`src/rtl/ps2_frame_receiver.sv`:
```
// PS/2 keyboard frame receiver: synchronizes and deglitches the PS/2 clock,
// deserializes 11-bit frames and reports good bytes or framing errors.
module ps2_frame_receiver #(
  parameter int unsigned FILTER_LEN     = 4,
  parameter int unsigned TIMEOUT_CYCLES = 100000
) (
  input  logic       clk,
  input  logic       rst_n,
  input  logic       kbd_clk,
  input  logic       kbd_data,
  output logic [7:0] scan_code,
  output logic       code_valid,
  output logic       frame_error,
  output logic       busy
);

  localparam int unsigned FW = $clog2(FILTER_LEN + 1);
  localparam int unsigned TW = $clog2(TIMEOUT_CYCLES + 1);

  typedef enum logic [1:0] {IDLE, DATA, PARITY, STOP} state_t;

  state_t        state;
  logic          clk_s1, clk_s2, data_s1, data_s2;
  logic          filt_clk, filt_d;
  logic [FW-1:0] filt_cnt;
  logic [TW-1:0] tcnt;
  logic [2:0]    bit_cnt;
  logic [7:0]    shreg;
  logic          par_bit;
  logic          fall;
  logic          timeout;

  // Two-flop synchronizers; both lines idle high.
  always_ff @(posedge clk or negedge rst_n) begin
    if (!rst_n) begin
      clk_s1  <= 1'b1;
      clk_s2  <= 1'b1;
      data_s1 <= 1'b1;
      data_s2 <= 1'b1;
    end else begin
      clk_s1  <= kbd_clk;
      clk_s2  <= clk_s1;
      data_s1 <= kbd_data;
      data_s2 <= data_s1;
    end
  end

  // Level flips once FILTER_LEN consecutive samples disagree with it.
  always_ff @(posedge clk or negedge rst_n) begin
    if (!rst_n) begin
      filt_clk <= 1'b1;
      filt_d   <= 1'b1;
      filt_cnt <= '0;
    end else begin
      filt_d <= filt_clk;
      if (clk_s2 == filt_clk) begin
        filt_cnt <= '0;
      end else if (filt_cnt == FW'(FILTER_LEN - 1)) begin
        filt_clk <= clk_s2;
        filt_cnt <= '0;
      end else begin
        filt_cnt <= filt_cnt + 1'b1;
      end
    end
  end

  assign fall    = filt_d & ~filt_clk;
  assign timeout = (state != IDLE) && !fall && (tcnt == TW'(TIMEOUT_CYCLES - 1));
  assign busy    = (state != IDLE);

  // Inter-edge watchdog, only running inside a frame.
  always_ff @(posedge clk or negedge rst_n) begin
    if (!rst_n) begin
      tcnt <= '0;
    end else if (state == IDLE || fall) begin
      tcnt <= '0;
    end else if (tcnt != TW'(TIMEOUT_CYCLES)) begin
      tcnt <= tcnt + 1'b1;
    end
  end

  // Frame FSM with registered one-cycle result pulses.
  always_ff @(posedge clk or negedge rst_n) begin
    if (!rst_n) begin
      state       <= IDLE;
      bit_cnt     <= '0;
      shreg       <= '0;
      par_bit     <= 1'b0;
      scan_code   <= '0;
      code_valid  <= 1'b0;
      frame_error <= 1'b0;
    end else begin
      code_valid  <= 1'b0;
      frame_error <= 1'b0;
      if (timeout) begin
        frame_error <= 1'b1;
        state       <= IDLE;
      end else if (fall) begin
        case (state)
          IDLE: begin
            if (!data_s2) begin
              state   <= DATA;
              bit_cnt <= '0;
            end
          end
          DATA: begin
            shreg   <= {data_s2, shreg[7:1]};
            bit_cnt <= bit_cnt + 1'b1;
            if (bit_cnt == 3'd7) begin
              state <= PARITY;
            end
          end
          PARITY: begin
            par_bit <= data_s2;
            state   <= STOP;
          end
          STOP: begin
            // Odd parity over data plus parity bit, and stop bit must be high.
            if (data_s2 && (^{shreg, par_bit})) begin
              scan_code  <= shreg;
              code_valid <= 1'b1;
            end else begin
              frame_error <= 1'b1;
            end
            state <= IDLE;
          end
          default: state <= IDLE;
        endcase
      end
    end
  end

endmodule
```
`config.mk`:
```
export PLATFORM = sky130hd
export DESIGN_NAME = ps2_frame_receiver
export DESIGN_NICKNAME = d
export VERILOG_FILES = /design/src/rtl/ps2_frame_receiver.sv
export SDC_FILE = /design/constraint.sdc
export NUM_CORES = 1
export LEC_CHECK = 0
export CAP_MARGIN = 30
export CORE_MARGIN = 1
export CORE_UTILIZATION = 53
export CTS_BUF_LIST = sky130_fd_sc_hd__clkbuf_16
export DETAILED_ROUTE_END_ITERATION = 8
export PLACE_DENSITY = 0.74
export SLEW_MARGIN = 20
export SYNTH_ARGS = -nofsm -noshare
export SYNTH_HDL_FRONTEND = slang
export SYNTH_SLANG_ARGS = --single-unit
```
`constraint.sdc`:
```
create_clock -name clk -period 1.8 [get_ports clk]
set_input_delay 0.36 -clock clk [delete_from_list [all_inputs] [get_ports clk]]
set_output_delay 0.36 -clock clk [all_outputs]
set_load 0.03 [all_outputs]
```
; Word-level counts from Yosys, hierarchy flattened
; Cells that the tools add are included.
[totals]
input_bits = 4
output_inout_bits = 11
regBits = 50
[op_classes]
addsub = 3
mux = 19
n_reduce_logical = 17
bitwise_logic = 4
eq_ne = 11
[ops]
columns = cell, count
row1 = $mux W17, 2
row2 = $add A17 B1 Y17 const B, 1
row3 = $eq A17 B17 Y1 const B, 1
row4 = $ne A17 B17 Y1 const B, 1
row5 = $mux W3, 3
row6 = $reduce_and A3 Y1, 3
row7 = $reduce_xor A9 Y1, 1
row8 = $mux W1, 8
row9 = $mux W2, 4
row10 = $pmux W2 S4, 1
row11 = $reduce_and A4 Y1, 2
row12 = $reduce_bool A2 Y1, 4
row13 = $add A3 B1 Y3 const B, 2
row14 = $ne A3 B3 Y1 const B, 2
row15 = $pmux W3 S2, 1
row16 = $eq A2 B2 Y1 const B, 2
row17 = $eq A3 B2 Y1 const B, 1
row18 = $eq A3 B3 Y1 const B, 1
row19 = $logic_and A1 B1 Y1, 3
row20 = $not A1 Y1, 3
row21 = $eq A2 B1 Y1 const B, 1
row22 = $logic_not A2 Y1, 1
row23 = $ne A2 B2 Y1 const B, 1
row24 = $reduce_and A2 Y1, 1
row25 = other kinds (4), 4

; Logic depth before layout (Yosys ltp)
; Gate-level depths: netlist of run 1.
[logic_depth]
word_depth = 7
ltp_mapped = 6
ltp_nobuf = 6

; Worst setup path before layout of run 1
; OpenSTA, ideal clock, no wires.
[synth_timing]
path_type = register to register
from = register tcnt[0]
to = register tcnt[1]
path_stages_with_launch = 7
t_arrival_ps = 1751
slack_ps = -82
t_required_ps = 1668
path_cell_list = dfrtp_1 -> inv_1 -> ha_1 -> or4b_2 -> nor4_4 -> mux2i_1 -> nor2_1
[synth_between]
elab_chain_cells = 3
word_cells_on_any_way = 5
[synth_lines]
columns = item, line_no
row1 = "start, declared", 26  ; logic [TW-1:0] tcnt;
row2 = "start signal, assigned", 78  ; tcnt <= tcnt + 1'b1;
row3 = $add A17 B1 Y17, 78
row4 = $mux W17, 77  ; end else if (tcnt != TW'(TIMEOUT_CYCLES)) begin
row5 = $mux W17, 75  ; end else if (state == IDLE || fall) begin
; Parallel ways exist; a longest one is shown, timed or not. The select of a mux whose other input is x is not followed.
; A chain may end at the register's enable or synchronous reset.

; Worst setup path in the final report of run 1
[layout_timing]
from = register shreg[3]
to = register scan_code[0]
[layout_between]
elab_chain_cells = 3
[layout_lines]
columns = item, line_no
row1 = "start, declared", 28  ; logic [7:0] shreg;
row2 = "start signal, assigned", 107  ; shreg <= {data_s2, shreg[7:1]};
row3 = $reduce_xor A9 Y1, 119  ; if (data_s2 && (^{shreg, par_bit})) begin
row4 = $logic_and A1 B1 Y1, 119
row5 = $reduce_and A4 Y1 (no line), n/a
row6 = "end signal, assigned", 120  ; scan_code <= shreg;
row7 = "end, declared", 11  ; output logic [7:0] scan_code,
; No other way between the ends.

==> results of run 1 <==
-- logic make-up (layout without fill, tap and decap cells) --
logic type	after synthesis	in the layout
compound gates	25	25
flops	50	50
fa+ha+maj	10	10
simple gates	77	77
mux	18	18
xor+xnor	19	19
buf+inv	13	63
-- flip-flops by register name, indices dropped and copies added, names as in the netlist --
| name | cells |
|---|---|
| clk_s2 | 1 |
| filt_clk | 1 |
| tcnt | 17 |
| data_s2 | 1 |
| par_bit | 1 |
| filt_cnt | 3 |
| shreg | 8 |
| frame_error | 1 |
| code_valid | 1 |
| clk_s1 | 1 |
| data_s1 | 1 |
| scan_code | 8 |
| filt_d | 1 |
| bit_cnt | 3 |
| state | 2 |
-- layer usage --
layer / vias up / track usage
li1: 852 / -
met1: 852 / 0.265
met2: 18 / 0.347
met3: 8 / 0.0447
met4: 0 / 0.0800
met5: - / 0
-- critical path: cells and delay by family, from the launching register on --
family,cells,cell delay [ps]
buffers and inverters,1,150
XOR/XNOR,2,640
flip-flops,1,390
multiplexers,2,530
-- final cells by class --
type / count / area (µm²)
inverters: 8 / 30.0
fillers: 313 / 1300
clock inverters: 3 / 20.0
multi-input cells: 149 / 1180
clock buffers: 5 / 125
well taps: 52 / 65.1
repair buffers: 47 / 412
flip-flops and latches: 50 / 1260
-- final timing paths --
check	start	endpoint	slack, ps	cells past startpoint
worst max-delay path	shreg[3]	scan_code[0]	-30	5
worst min-delay path	data_s1	data_s2	350	0
worst max register to register	shreg[3]	scan_code[0]	-30	5
worst min register to register	data_s1	data_s2	350	0
max in group asynchronous	rst_n	filt_clk	700	3
min in group asynchronous	rst_n	shreg[0]	520	2
-- metrics by stage --
step | setup TNS (ps) | instances | setup WS (ps) | cell area (µm²) | util
6_report | -126 | 314 | -29.3 | 3090 | 0.704
5_1_grt | -505 | 314 | -78.8 | 3090 | 0.704
4_1_cts | -156 | 314 | -30.7 | 3050 | 0.696
3_5_place_dp | -144 | 305 | -34.7 | 2880 | 0.658
3_3_place_gp | -8.92 | 305 | -8.92 | 2880 | 0.658
2_1_floorplan | -6.66 | 212 | -6.66 | 2440 | -
-- cells in the mapped netlist --
library cell,number,share of area
o221ai_1,1,0.0036
mux2_2,16,0.074
inv_1,8,0.012
xor2_1,8,0.029
or3b_2,1,0.0036
dfrtp_1,44,0.45
or2_2,2,0.0051
a31oi_1,1,0.0026
or4_1,2,0.0062
o31ai_1,1,0.0031
a21oi_1,7,0.014
mux2i_1,1,0.0041
clkbuf_1,4,0.0062
nor4_1,3,0.0077
nor3_1,4,0.0082
or3_1,4,0.010
xnor3_2,1,0.0097
nor4b_1,1,0.0036
and2b_2,1,0.0036
nand4bb_1,1,0.0046
nand2b_1,2,0.0051
dfstp_2,6,0.065
nor2_1,14,0.022
xor3_2,1,0.010
nand4_1,5,0.013
nor4_4,1,0.0087
a22o_1,1,0.0036
o21ai_0,10,0.021
nand3_1,8,0.016
xnor2_1,9,0.032
mux2i_4,1,0.0092
nor2b_1,4,0.010
buf_2,1,0.0020
or4b_2,2,0.0082
and4_1,3,0.011
o22a_1,2,0.0072
a22oi_1,1,0.0031
a211oi_1,1,0.0031
nor3b_1,2,0.0062
ha_1,10,0.051
nand4b_1,2,0.0072
nand2_1,15,0.023
-- repair_timing --
item	in CTS	in global routing
pin swaps	1	1
cloned	0	0
gates resized for setup	7	8
endpoints found under the hold margin	9	0
hold buffers	1	0
endpoints found under the setup margin	11	13
-- power breakdown --
| group | switching, mW | internal [mW] |
|---|---|---|
| logic | 0.906 | 1.02 |
| registers | 0.160 | 1.38 |
| clock network | 0.413 | 0.515 |
==> results.sh, run 1 <==
export IMPL_p_per_area_nw_per_um2=1420
export IMPL_grt_total_usage=0.208
export IMPL_crit_chain="xnor2_1 > xnor3_2 > mux2i_4 > buf_12 > mux2_2"
export IMPL_rsz0062_at_grt="yes"
export IMPL_drt_wirelength_per_cell_um=14.0
export IMPL_routed_wl_um=4390
export IMPL_synth_warnings=0
export IMPL_ys_seq_area_frac=0.516
export IMPL_drc=0
export IMPL_drive_above_1_share=0.302
export IMPL_tightest_slew_ps=396
export IMPL_top_layer="met4"
export IMPL_dp_hpwl_um=3150
export IMPL_crit_type="reg -> reg"
export IMPL_critPathCaptureType="register"
export IMPL_timing_hold_ws_ps=353
export IMPL_wl_met3_um=96
export IMPL_leakage_nw=1.43
export IMPL_ios=15
export IMPL_wl_met1_um=2060
export IMPL_hold_viol=0
export IMPL_synth_top_family_by_area="simple AND/OR/NAND/NOR gates"
export IMPL_fp_row_count=24
export IMPL_timing_fmax_ghz=0.547
export IMPL_outcome="complete, but fails checks"
export IMPL_layout_area_overhead_vs_synth_pct=26.5
export IMPL_routed_via_density=5.51
export IMPL_clkLatencyLatePin_ps=290
export IMPL_synth_mux_area_frac=0.0872
export IMPL_die_h_um=69.9
export IMPL_power_mw=4.39
export IMPL_io_buffers=14
export IMPL_setup_violations=7
export IMPL_die_area_um2=4880
export IMPL_synthSimpleGateAreaFrac=0.183
export IMPL_dr_pass1_iters=6
export IMPL_dr_wl_met2_um=2150
export IMPL_die_x_um=69.9
export IMPL_crit_arrival_ps=2010
export IMPL_grt_overflow_total=0
export IMPL_drv_slew=0
export IMPL_violations="negative setup slack"
export IMPL_ys_types=42
export IMPL_clk_pin_slew_worst_paths_ps=70
export IMPL_cpPeakStageDelay_ps=480
export IMPL_synthAdderAreaFrac=0.0513
export IMPL_synth_area_um2=2440
export IMPL_clock_skew_ps=6.48
export IMPL_layout_common_cells="44 x dfrtp_1, 30 x buf_4, 14 x nor2_1, 14 x nand2_1"
export IMPL_post_cts_buffers=0
export IMPL_initial_core_util=0.557
export IMPL_final_common_cell="dfrtp_1"
export IMPL_gp_congestion=0.787
export IMPL_tritoncts="yes"
export IMPL_cts_root_buf="clkbuf_16"
export IMPL_drt_iter0_drc=44
export IMPL_layout_min_cycle_time_ps=1830
export IMPL_syn_inst=212
export IMPL_min_path_type="reg -> reg"
export IMPL_core_area_um2=4380
export IMPL_layout_setup_ws_ps=-29.3
export IMPL_clock_path_buffers=2
export IMPL_htree_levels=2
export IMPL_grt_pass1_wl_um=7950
export IMPL_grt_pass1_vias=1767
export IMPL_period_share=1.02
export IMPL_drtAntennaViolNets=0
export IMPL_nets=275
export IMPL_grt_start_max_net_pins=25
export IMPL_syn_avg_cell_area_um2=11.5
export IMPL_synth_compound_area_share=0.0610
export IMPL_antennaDiodeCount=0
export IMPL_startpoint_type="register"
export IMPL_cts_buffers=5
export IMPL_cp_data_required_time_ps=1980
export IMPL_cap_violations=0
export IMPL_via_count=1730
export IMPL_slowest_stage="xnor3_2"
export IMPL_peakVddDrop_v=0.000697
export IMPL_antenna_found_initial=0
export IMPL_cts_num_sinks=50
export IMPL_cp_max_fo=9
export IMPL_max_slew_margin_rel=0.732
export IMPL_synth_xor_xnor_area_share=0.0810
export IMPL_synth_seq_cells=50
export IMPL_syn_nets=226
(Power assumes the default switching activity.)
==> run 2, diff against run 1 <==
--- a/config.mk
+++ b/config.mk
@@ -15,3 +15,4 @@
 export SYNTH_ARGS = -nofsm -noshare
 export SYNTH_HDL_FRONTEND = slang
 export SYNTH_SLANG_ARGS = --single-unit
+export TNS_END_PERCENT = 50
==> run 2 against run 1 <==
  * The run still ends with negative setup slack left
  * Routed wire length shrank 0.36%
  * Design area decreased by 0.41%
  * Global-route usage unchanged
==> results.sh, run 2 (same netlist as run 1, synthesis figures left out) <==
export IMPL_p_per_area_nw_per_um2=1420
export IMPL_drc=0
export IMPL_layout_setup_ws_ps=-27.7
export IMPL_violations="negative setup slack"
export IMPL_initial_core_util=0.557
export IMPL_grt_pass1_vias=1767
export IMPL_routed_via_density=5.47
export IMPL_grt_total_usage=0.208
export IMPL_tightest_slew_ps=425
export IMPL_p_sw_mw=1.46
export IMPL_clock_skew_ps=6.54
export IMPL_cts_num_sinks=50
export IMPL_cts_root_buf="clkbuf_16"
export IMPL_drt_iter0_drc=61
export IMPL_cap_violations=0
export IMPL_crit_chain="xnor2_1 > xnor3_2 > mux2i_4 > buf_12 > mux2_2"
export IMPL_rsz0062_at_grt="yes"
export IMPL_cpPeakStageDelay_ps=480
export IMPL_dp_hpwl_um=3150
export IMPL_die_x_um=69.9
export IMPL_crit_arrival_ps=2010
export IMPL_final_cells=314
export IMPL_cp_data_required_time_ps=1980
export IMPL_dr_pass1_iters=4
export IMPL_cp_num_buf_inv=1
export IMPL_utilization=0.701
export IMPL_die_area_um2=4880
export IMPL_drive_above_1_share=0.298
export IMPL_switching_share=0.336
export IMPL_clock_path_buffers=2
export IMPL_antennaDiodeCount=0
export IMPL_final_common_cell="dfrtp_1"
export IMPL_post_cts_buffers=0
export IMPL_drtAntennaViolNets=0
export IMPL_antenna_found_initial=0
export IMPL_grt_overflow_total=0
export IMPL_largest_reg_flops=17
export IMPL_via_count=1719
export IMPL_top_register="tcnt"
export IMPL_io_buffers=14
export IMPL_drt_wirelength_per_cell_um=13.9
export IMPL_largest_registers="tcnt (17), scan_code (8), shreg (8)"
export IMPL_dp_cells=305
export IMPL_core_area_um2=4380
export IMPL_p_comb_frac=0.435
export IMPL_nets=275
export IMPL_tritoncts="yes"
export IMPL_grt_start_max_net_pins=25
export IMPL_ios=15
export IMPL_grt_pass1_wl_um=7950
export IMPL_startpoint_type="register"
export IMPL_htree_levels=2
export IMPL_drv_slew=0
export IMPL_pwr_share_clk=0.212
export IMPL_layout_common_cells="44 x dfrtp_1, 30 x buf_4, 15 x nand2_1, 14 x nor2_1"
export IMPL_cts_buffers=5
export IMPL_crit_family="XOR/XNOR gates"
export IMPL_slowest_stage="xnor3_2"
export IMPL_min_path_type="reg -> reg"
export IMPL_multi_input_area_um2=1160
export IMPL_routed_wl_um=4370
export IMPL_hold_viol=0
export IMPL_cp_max_fo=9
export IMPL_outcome="complete, but fails checks"
export IMPL_p_int_mw=2.89
export IMPL_period_share=1.02
export IMPL_setup_violations=6
export IMPL_gp_congestion=0.787
export IMPL_peakVddDrop_v=0.000699
export IMPL_crit_type="reg -> reg"
export IMPL_clk_pin_slew_worst_paths_ps=70
export IMPL_timing_fmax_ghz=0.547
export IMPL_leakage_nw=1.43
export IMPL_layout_min_cycle_time_ps=1830
export IMPL_clkLatencyLatePin_ps=290
export IMPL_seqPwrFrac=0.352
export IMPL_max_slew_margin_rel=0.714
export IMPL_critPathCaptureType="register"
export IMPL_layout_area_overhead_vs_synth_pct=26.0
export IMPL_fill_cells=316
export IMPL_fp_row_count=24
export IMPL_area_sequential_um2=1260
export IMPL_die_h_um=69.9
## run 2: worst paths after layout
kind | depth (start not counted) | slack [ps] | endpoint | start
max | 5 | -30 | scan_code[0] | shreg[3]
min | 0 | 350 | data_s2 | data_s1
max reg2reg | 5 | -30 | scan_code[0] | shreg[3]
min in group asynchronous | 2 | 520 | shreg[0] | rst_n
max in group asynchronous | 3 | 700 | filt_clk | rst_n
min reg2reg | 0 | 350 | data_s2 | data_s1
## run 2: power by group through the flow
stage | clock network (mW) | registers, mW | logic (mW)
6_report | 0.925 | 1.54 | 1.90
2_1_floorplan | 0 | 1.62 | 1.11
4_1_cts | 0.957 | 1.53 | 1.88
3_3_place_gp | 0 | 1.54 | 1.81
3_5_place_dp | 0 | 1.55 | 1.85
5_1_grt | 0.994 | 1.56 | 2.09
## run 2: cell type report
type | instances | share of cell area
flip-flops and latches | 50 | 0.409
multi-input cells | 149 | 0.379
repair buffers | 47 | 0.134
clock buffers | 5 | 0.0407
well taps | 52 | 0.0212
inverters | 8 | 0.00977
clock inverters | 3 | 0.00651
## run 2: metal layers
layer | vias up | routed length (µm) | share of wire | GRT usage
met4 | 0 | 78 | 0.018 | 0.0800
met1 | 835 | 2020 | 0.46 | 0.265
met3 | 8 | 119 | 0.027 | 0.0447
met2 | 25 | 2150 | 0.49 | 0.347
li1 | 851 | - | - | -
met5 | - | 0 | 0 | 0
## run 2: what timing repair did
action                                  CTS  global route
endpoints found under the hold margin     9             0
gates cloned                              0             0
resized for setup                         7             5
endpoints found under the setup margin   11            13
hold buffers                              1             0
pin swaps                                 1             1
## run 2: per-stage QoR
| stage | area (µm²) | hold slack, ps | total power, mW | setup TNS (ps) | worst slack, ps |
|---|---|---|---|---|---|
| after floorplan | 2440 | 64.4 | 2.73 | -6.66 | -6.66 |
| after global placement | 2880 | 282 | 3.34 | -8.92 | -8.92 |
| after detailed placement | 2880 | 285 | 3.40 | -144 | -34.7 |
| after CTS | 3050 | 357 | 4.37 | -156 | -30.7 |
| after global routing | 3070 | 365 | 4.65 | -539 | -78.8 |
| final | 3070 | 354 | 4.36 | -116 | -27.7 |
==> run 3, diff against run 2 <==
--- a/config.mk
+++ b/config.mk
@@ -6,11 +6,13 @@
 export NUM_CORES = 1
 export LEC_CHECK = 0
 export CAP_MARGIN = 30
+export CORE_ASPECT_RATIO = 0.7
 export CORE_MARGIN = 1
 export CORE_UTILIZATION = 53
 export CTS_BUF_LIST = sky130_fd_sc_hd__clkbuf_16
 export DETAILED_ROUTE_END_ITERATION = 8
 export PLACE_DENSITY = 0.74
+export SETUP_SLACK_MARGIN = 0.05
 export SLEW_MARGIN = 20
 export SYNTH_ARGS = -nofsm -noshare
 export SYNTH_HDL_FRONTEND = slang
==> run 3 against run 2 <==
  * The run still ends with negative setup slack left
  * Worst setup slack better by 3.3 ps
  * Final cell count is 0.96% lower
  * Combinational power is 3% lower
  * Worst hold slack got worse by 300 ps
  * Core utilization down 0.52 points
  * Non-clock buffer count down 6
  * Via count increased by 0.99%
  * Fmax increased by 0.18%
  * Power is 0.43% lower
  * Highest routed layer unchanged
==> results.sh, run 3 (same netlist as run 1, synthesis figures left out) <==
export IMPL_leakage_nw=1.41
export IMPL_top_register="tcnt"
export IMPL_drt_iter0_drc=75
export IMPL_layout_area_overhead_vs_synth_pct=24.9
export IMPL_die_h_um=58.8
export IMPL_largest_reg_flops=17
export IMPL_worstSetupStartpoint="shreg[5]"
export IMPL_max_slew_margin_rel=0.754
export IMPL_finalInstanceArea_um2=3050
export IMPL_timing_rr_start="shreg[5]"
export IMPL_top_usage_layer="met2"
export IMPL_critPathCaptureType="register"
export IMPL_drc=0
export IMPL_setup_violations=9
export IMPL_period_share=1.01
export IMPL_die_x_um=83.1
export IMPL_timing_fmax_ghz=0.548
export IMPL_gp_congestion=0.779
export IMPL_dpl_cell_area_um2=2830
export IMPL_outcome="complete, but fails checks"
export IMPL_cp_max_fo=9
export IMPL_grt_pass1_wl_um=8030
export IMPL_fill_cells=313
export IMPL_dp_hpwl_um=3130
export IMPL_tightest_slew_ps=365
export IMPL_final_common_cell="dfrtp_1"
export IMPL_use_met3=0.0463
export IMPL_antenna_found_initial=0
export IMPL_largest_registers="tcnt (17), scan_code (8), shreg (8)"
export IMPL_min_path_type="in -> async"
export IMPL_layout_min_cycle_time_ps=1820
export IMPL_core_area_um2=4380
export IMPL_rsz0062_at_grt="yes"
export IMPL_cap_violations=0
export IMPL_peakVddDrop_v=0.000897
export IMPL_clk_pin_slew_worst_paths_ps=60
export IMPL_grt_pass1_vias=1698
export IMPL_clock_skew_ps=4.54
export IMPL_routed_wl_um=4710
export IMPL_drv_slew=0
export IMPL_grt_use_met1=0.313
export IMPL_utilization=0.696
export IMPL_via_count=1736
export IMPL_drive_above_1_share=0.289
export IMPL_crit_type="reg -> reg"
export IMPL_tritoncts="yes"
export IMPL_postCtsHoldBufs=0
export IMPL_grt_start_max_net_pins=51
export IMPL_cp_data_required_time_ps=1970
export IMPL_cts_buffers=5
export IMPL_use_met2=0.322
export IMPL_antennaDiodeCount=0
export IMPL_drt_wirelength_per_cell_um=15.1
export IMPL_crit_arrival_ps=1990
export IMPL_dr_pass1_iters=4
export IMPL_cts_root_buf="clkbuf_16"
export IMPL_grt_total_usage=0.212
export IMPL_htree_levels=2
export IMPL_ios=15
export IMPL_p_per_area_nw_per_um2=1420
export IMPL_finalSetupTns_ps=-155
export IMPL_grt_overflow_total=0
export IMPL_nets=269
export IMPL_layout_common_cells="44 x dfrtp_1, 26 x buf_4, 15 x nand2_1, 14 x nor2_1, 12 x clkdlybuf4s50_1"
export IMPL_timing_hold_ws_ps=50.2
export IMPL_cts_num_sinks=50
export IMPL_startpoint_type="register"
export IMPL_initial_core_util=0.557
export IMPL_clock_path_buffers=2
export IMPL_routed_via_density=5.58
export IMPL_io_buffers=14
export IMPL_violations="negative setup slack"
export IMPL_drtAntennaViolNets=0
export IMPL_fp_row_count=20
export IMPL_clkLatencyLatePin_ps=280
export IMPL_layout_setup_ws_ps=-24.4
export IMPL_die_area_um2=4880
export IMPL_hold_viol=0
[run 3: changes by cell type in the layout (fill, tap and decap cells not counted), sizes merged]
cell / previous run / this run
buf: 34 / 29
clkinv: 1 / 3
clkinvlp: 1 / 0
dlygate4sd3: 1 / 0
inv: 9 / 8
[run 3: through the flow]
stage	cells	power, mW	setup WS [ps]
after floorplan	212	2.74	6.64
after global placement	301	3.31	-49.0
after detailed placement	301	3.35	-81.5
after CTS	310	4.29	-27.3
after global routing	311	4.64	-128
final	311	4.34	-24.4
[run 3: routing by layer]
metal | wire length (µm) | up-vias
li1 | - | 841
met1 | 2400 | 861
met2 | 2090 | 30
met3 | 180 | 4
met4 | 40 | 0
met5 | 0 | -
[run 3: critical path, cell delays in order, from the launching register on]
cell	delay (ps)
dfrtp_1	420
xnor2_2	220
xnor3_2	400
mux2i_4	200
buf_12	160
mux2_4	300
[run 3: worst paths after layout]
kind | slack (ps) | depth (start not counted) | end
max | -20 | 5 | scan_code[5]
min | 50 | 2 | scan_code[4]
max reg2reg | -20 | 5 | scan_code[5]
min reg2reg | 360 | 0 | clk_s2
max in group asynchronous | 1460 | 2 | data_s2
min in group clk | 360 | 0 | clk_s2
[run 3: repair_timing]
item,in CTS,in global routing
buffers inserted,1,1
setup endpoints to repair,13,19
gates cloned,0,0
gates resized for setup,3,14
pin swaps,0,1
[run 3: layout make-up]
cell class                 count  area, µm²  area share
clock buffer                   5        125      0.0411
clock inverter                 3       16.3     0.00534
inverter                       8       30.0     0.00985
multi-input combinational    149       1190       0.390
sequential                    50       1260       0.413
tap                           55       68.8      0.0226
timing repair buffer          41        360       0.118
[run 3: where the power goes]
group | switching, mW | internal [mW] | leakage (nW)
registers | 0.218 | 1.38 | 0.654
logic | 0.868 | 0.978 | 0.685
clock network | 0.390 | 0.508 | 0.0689
==> edit 1, RTL diff (settings of run 3) <==
Change the parameter `TIMEOUT_CYCLES` from 100000 to 50000.
--- a/src/rtl/ps2_frame_receiver.sv
+++ b/src/rtl/ps2_frame_receiver.sv
@@ -4,3 +4,3 @@
   parameter int unsigned FILTER_LEN     = 4,
-  parameter int unsigned TIMEOUT_CYCLES = 100000
+  parameter int unsigned TIMEOUT_CYCLES = 50000
 ) (
Behaviour: same outputs for any inputs over 10 cycles, from zero or initial values and one cycle with rst_n low; that may be too few to reach the edited logic, so the function may still have changed.
==> edit 1 against run 3 <==
- area after synthesis decreased by 8.1%
- non-clock buffer count decreased by 11
- power increased by 10%
- routed wire length decreased by 8.0%
- sequential cell count decreased by 1
- critical endpoint is now scan_code[7]$_DFFE_PN0P_
- critical path type unchanged
- largest cell class unchanged
- worst hold slack got worse by 3.7 ps
- setup slack got worse by 130 ps
- final cell count decreased by 11%
- the run still ends with negative setup slack left
- sequential power about the same
- design area decreased by 8.8%
- die area decreased by 7.9%
==> edit 1: results (changes against run 3) <==
| Metric | Value |
|---|---|
| CTS resizes | 6 (was 3) |
| Setup slack after layout | -153 ps (was -24.4 ps) |
| Synth top cells by count | dfrtp_1 (43), mux2_2 (18), nor2_1 (16) (was dfrtp_1 (44), mux2_2 (16), nand2_1 (15)) |
| Post-DP HPWL | 2970 microns (was 3130 microns) |
| Setup_tns | -1130 ps (was -155 ps) |
| Gate Count Post-Synth | 190 (was 212) |
| First-pass GRT wire length | 7400 microns (was 8030 microns) |
| Met3 GRT Util | 0.0602 (was 0.0463) |
| Worst IR Drop VDD | 1220 uV (was 897 uV) |
| DR vias/cell | 5.61 (was 5.58) |
| Gpl congestion | 0.799 (was 0.779) |
| DR iter-0 viols | 182 (was 75) |
| # setup viols final | 9 (unchanged) |
| Post-synthesis sequential area ratio | 0.550 (was 0.516) |
| Post-place instance area | 2520 sq um (was 2830 sq um) |
| WP data arrival | 2120 ps (was 1990 ps) |
| Met1 wire length | 2060 microns (was 2400 microns) |
| Status | finished, violations left (unchanged) |
| GRT Total Usage | 0.222 (was 0.212) |
| Pre-antenna DRT Iters | 6 (was 4) |
| Yosys cell types | 33 (was 42) |
| Failing checks | negative setup slack (unchanged) |
| Reg2Reg Depth | 6 (was 5) |
| Largest regs | tcnt: 16 flops, scan_code: 8 flops, shreg: 8 flops (was tcnt: 17 flops, scan_code: 8 flops, shreg: 8 flops) |
| Ratio of cells with drive above 1 in the final layout | 0.270 (was 0.289) |
| Total setup buffers inserted after CTS | 4 (was 1) |
| Clk_skew | 3.28 ps (was 4.54 ps) |
[edit 1: final cells by class]
type / count / area (sq um)
Sequential cell: 49 / 1230
Fill cell: 279 / 1210
Tap cell: 52 / 65.1
Inverter: 8 / 30.0
Clock buffer: 5 / 125
Timing Repair Buffer: 30 / 273
Multi-Input combinational cell: 131 / 1040
Clock inverter: 3 / 12.5
[edit 1: cell families (layout without fill, tap and decap cells)]
kind of cell | count (synthesis) | count (layout) | synth area share
mux | 19 | 19 | 0.0949
fa+ha+maj | 10 | 10 | 0.0558
buf+inv | 11 | 46 | 0.0190
simple gates | 67 | 68 | 0.157
compound gates | 16 | 16 | 0.0430
flops | 49 | 49 | 0.550
xor+xnor | 18 | 18 | 0.0798
[edit 1: where the power goes]
group	total, mW	leakage [nW]	internal (mW)	switching [mW]
Clock	0.872	0.0687	0.502	0.370
Sequential	1.59	0.642	1.38	0.212
Combinational	2.31	0.558	1.24	1.06
[edit 1: critical path: cells and delay by family (launching register included)]
| kind | cells | cell delay, ps |
|---|---|---|
| buffers and inverters | 1 | 160 |
| AND/OR/NAND/NOR | 1 | 120 |
| XOR/XNOR | 3 | 830 |
| flip-flops | 1 | 400 |
| multiplexers | 1 | 330 |
[edit 1: final timing paths]
check / slack, ps / end / start
setup / recovery: -150 / scan_code[7]$_DFFE_PN0P_ / shreg[3]$_DFFE_PN0P_
hold / removal: 50 / scan_code[5]$_DFFE_PN0P_ / rst_n
setup reg to reg: -150 / scan_code[7]$_DFFE_PN0P_ / shreg[3]$_DFFE_PN0P_
hold reg to reg: 360 / data_s2$_DFF_PN1_ / data_s1$_DFF_PN1_
max in group asynchronous: 1460 / data_s2$_DFF_PN1_ / rst_n
min in group clk: 360 / data_s2$_DFF_PN1_ / data_s1$_DFF_PN1_
==> edit 2, RTL diff (flow settings as in run 3) <==
Without the edit above. Re-encode `state_t` (4 states) as Gray code, 2 bits wide.
--- a/src/rtl/ps2_frame_receiver.sv
+++ b/src/rtl/ps2_frame_receiver.sv
@@ -19,3 +19,3 @@
 
-  typedef enum logic [1:0] {IDLE, DATA, PARITY, STOP} state_t;
+  typedef enum logic [1:0] {IDLE = 2'b00, DATA = 2'b01, PARITY = 2'b11, STOP = 2'b10} state_t;
 
Check against the original RTL: no difference found for any inputs over 10 cycles, from zero or initial values and one cycle with rst_n low; not proved beyond that.
==> edit 2 against run 3 <==
- the run still ends with negative setup slack left
- design area shrank 6.2%
- count of clock-buffer cells in the layout unchanged
- power shrank 5.2%
- final cell count shrank 7.1%
- synthesized cell count fell by 9.0%
- sequential cell count unchanged
- routed wire length fell by 1.7%
- area after synthesis down 6.5%
- setup slack better by 2.9 ps
- critical endpoint is now scan_code[3]$_DFFE_PN0P_
- largest cell class unchanged
- largest power group unchanged
==> edit 2: results (changes against run 3) <==
| Metric | Value |
|---|---|
| Complex-gate fraction of the synthesized area | 0.0493 (was 0.0610) |
| Register Area | 1260 sq um (about the same) |
| Post-synthesis sequential area ratio | 0.552 (was 0.516) |
| Worst hold margin | 16.2 ps (was 50.2 ps) |
| Vias post-DR | 1,638 (was 1,736) |
| Synth top cells by count | dfrtp_1 (44), mux2_2 (19), nor2_1 (16) (was dfrtp_1 (44), mux2_2 (16), nand2_1 (15)) |
| Total setup buffers inserted after CTS | 0 (was 1) |
| Synth Area in Adders | 0.0274 (was 0.0513) |
| Largest net degree at the start of global routing | 21 (was 51) |
| GRT Total Usage | 0.232 (was 0.212) |
| Area contributors post-synth | dfrtp_1 (48%), mux2_2 (9.4%), dfstp_2 (6.9%) (was dfrtp_1 (45%), mux2_2 (7.4%), dfstp_2 (6.5%)) |
| Reg2Reg Depth | 5 (unchanged) |
| Slowest cell on crit path | xnor3_2 (was dfrtp_1) |
| R2R Path End | scan_code[3]$_DFFE_PN0P_ (was scan_code[5]$_DFFE_PN0P_) |
| Worst IR Drop VDD | 973 uV (was 897 uV) |
| # setup viols final | 6 (was 9) |
| Yosys cell types | 35 (was 42) |
| Gpl congestion | 0.802 (was 0.779) |
| First-pass GRT wire length | 7820 microns (was 8030 microns) |
| Vias in the first global route | 1,682 (was 1,698) |
| Status | finished, violations left (unchanged) |
| Critical-path maximum fanout | 6 (was 9) |
| CTS root buffer | clkbuf_16 (unchanged) |
| Clk_skew | 2.44 ps (was 4.54 ps) |
| Filler cells | 284 (was 313) |
| Xor/xnor share of the synthesized area | 0.0773 (was 0.0810) |
| Post-DP HPWL | 3200 microns (was 3130 microns) |
| Setup slack after layout | -21.5 ps (was -24.4 ps) |
| CTS Hold Buffers Added | 0 (unchanged) |
| Post-place instance area | 2660 sq um (was 2830 sq um) |
| Largest regs | tcnt: 17 flops, scan_code: 8 flops, shreg: 8 flops (unchanged) |
| Multiplexer share of the synthesized area | 0.104 (was 0.0872) |
| P_leak | 1.28 nW (was 1.41 nW) |
| Tightest Pin Transition | 607 ps (was 365 ps) |
| WL/cell | 16.0 microns (was 15.1 microns) |
| Ratio of cells with drive above 1 in the final layout | 0.287 (was 0.289) |
| Final #Nets | 245 (was 269) |
| Setup_tns | -90.9 ps (was -155 ps) |
| Syn_nets | 202 (was 226) |
| Failing checks | negative setup slack (unchanged) |
| Start of the worst register-to-register path | shreg[3]$_DFFE_PN0P_ (was shreg[5]$_DFFE_PN0P_) |
| FFs w/ async S/R, synth | 1.00 (unchanged) |
-- edit 2: cell types whose count changed in the layout (fill, tap and decap cells not counted), moves of 3 or more --
cell,run 3,this run
buf_4,26,22
ha_1,9,4
inv_2,3,0
mux2_2,8,11
nand2_1,15,7
nor3_1,3,10
o21ai_0,9,5
-- edit 2: how the worst max path moves through the flow --
stage | endpoint | slack [ps] | start
2_1_floorplan | scan_code[0]$_DFFE_PN0P_ | 8 | shreg[3]$_DFFE_PN0P_
3_3_place_gp | scan_code[1]$_DFFE_PN0P_ | -6 | shreg[0]$_DFFE_PN0P_
3_5_place_dp | scan_code[3]$_DFFE_PN0P_ | -50 | shreg[3]$_DFFE_PN0P_
4_1_cts | scan_code[3]$_DFFE_PN0P_ | -30 | shreg[3]$_DFFE_PN0P_
5_1_grt | scan_code[3]$_DFFE_PN0P_ | -90 | shreg[3]$_DFFE_PN0P_
6_report | scan_code[3]$_DFFE_PN0P_ | -20 | shreg[3]$_DFFE_PN0P_
-- edit 2: stage by stage --
stage | std cells | setup slack (ps)
finish | 289 | -21.5
global route | 289 | -94.9
CTS | 289 | -26.7
detailed placement | 282 | -50.9
global placement | 282 | -5.80
floorplan | 193 | 7.74
-- edit 2: cell families after synthesis --
kind of cell | count (synthesis)
DFF | 50
muxes | 20
buffers and inverters | 7
AOI/OAI and AO/OA | 19
adders and majority gates | 5
and+or+nand+nor | 75
xor gates and xnor gates | 17
-- edit 2: power breakdown --
group | total (mW) | leakage [nW] | internal [mW] | switching, mW
registers | 1.57 | 0.648 | 1.38 | 0.189
logic | 1.65 | 0.563 | 0.890 | 0.759
clock network | 0.890 | 0.0672 | 0.507 | 0.383
-- edit 2: layout make-up --
type / count / share of cell area
clock buffers: 5 / 0.0437
flip-flops and latches: 50 / 0.441
clock inverters: 3 / 0.00569
well taps: 52 / 0.0227
multi-input cells: 136 / 0.367
repair buffers: 38 / 0.113
inverters: 5 / 0.00656
-- edit 2: routing by layer --
metal  up-vias  track usage  share of wire
li1        768            -              -
met1       817        0.325           0.45
met2        40        0.356           0.47
met3        13       0.0553          0.049
met4         0       0.0791          0.028
met5         -            0              0
-- edit 2: repair_timing --
action                                  CTS  global route
pin swaps                                 1             2
endpoints found under the setup margin   11            14
resized for setup                        12             9
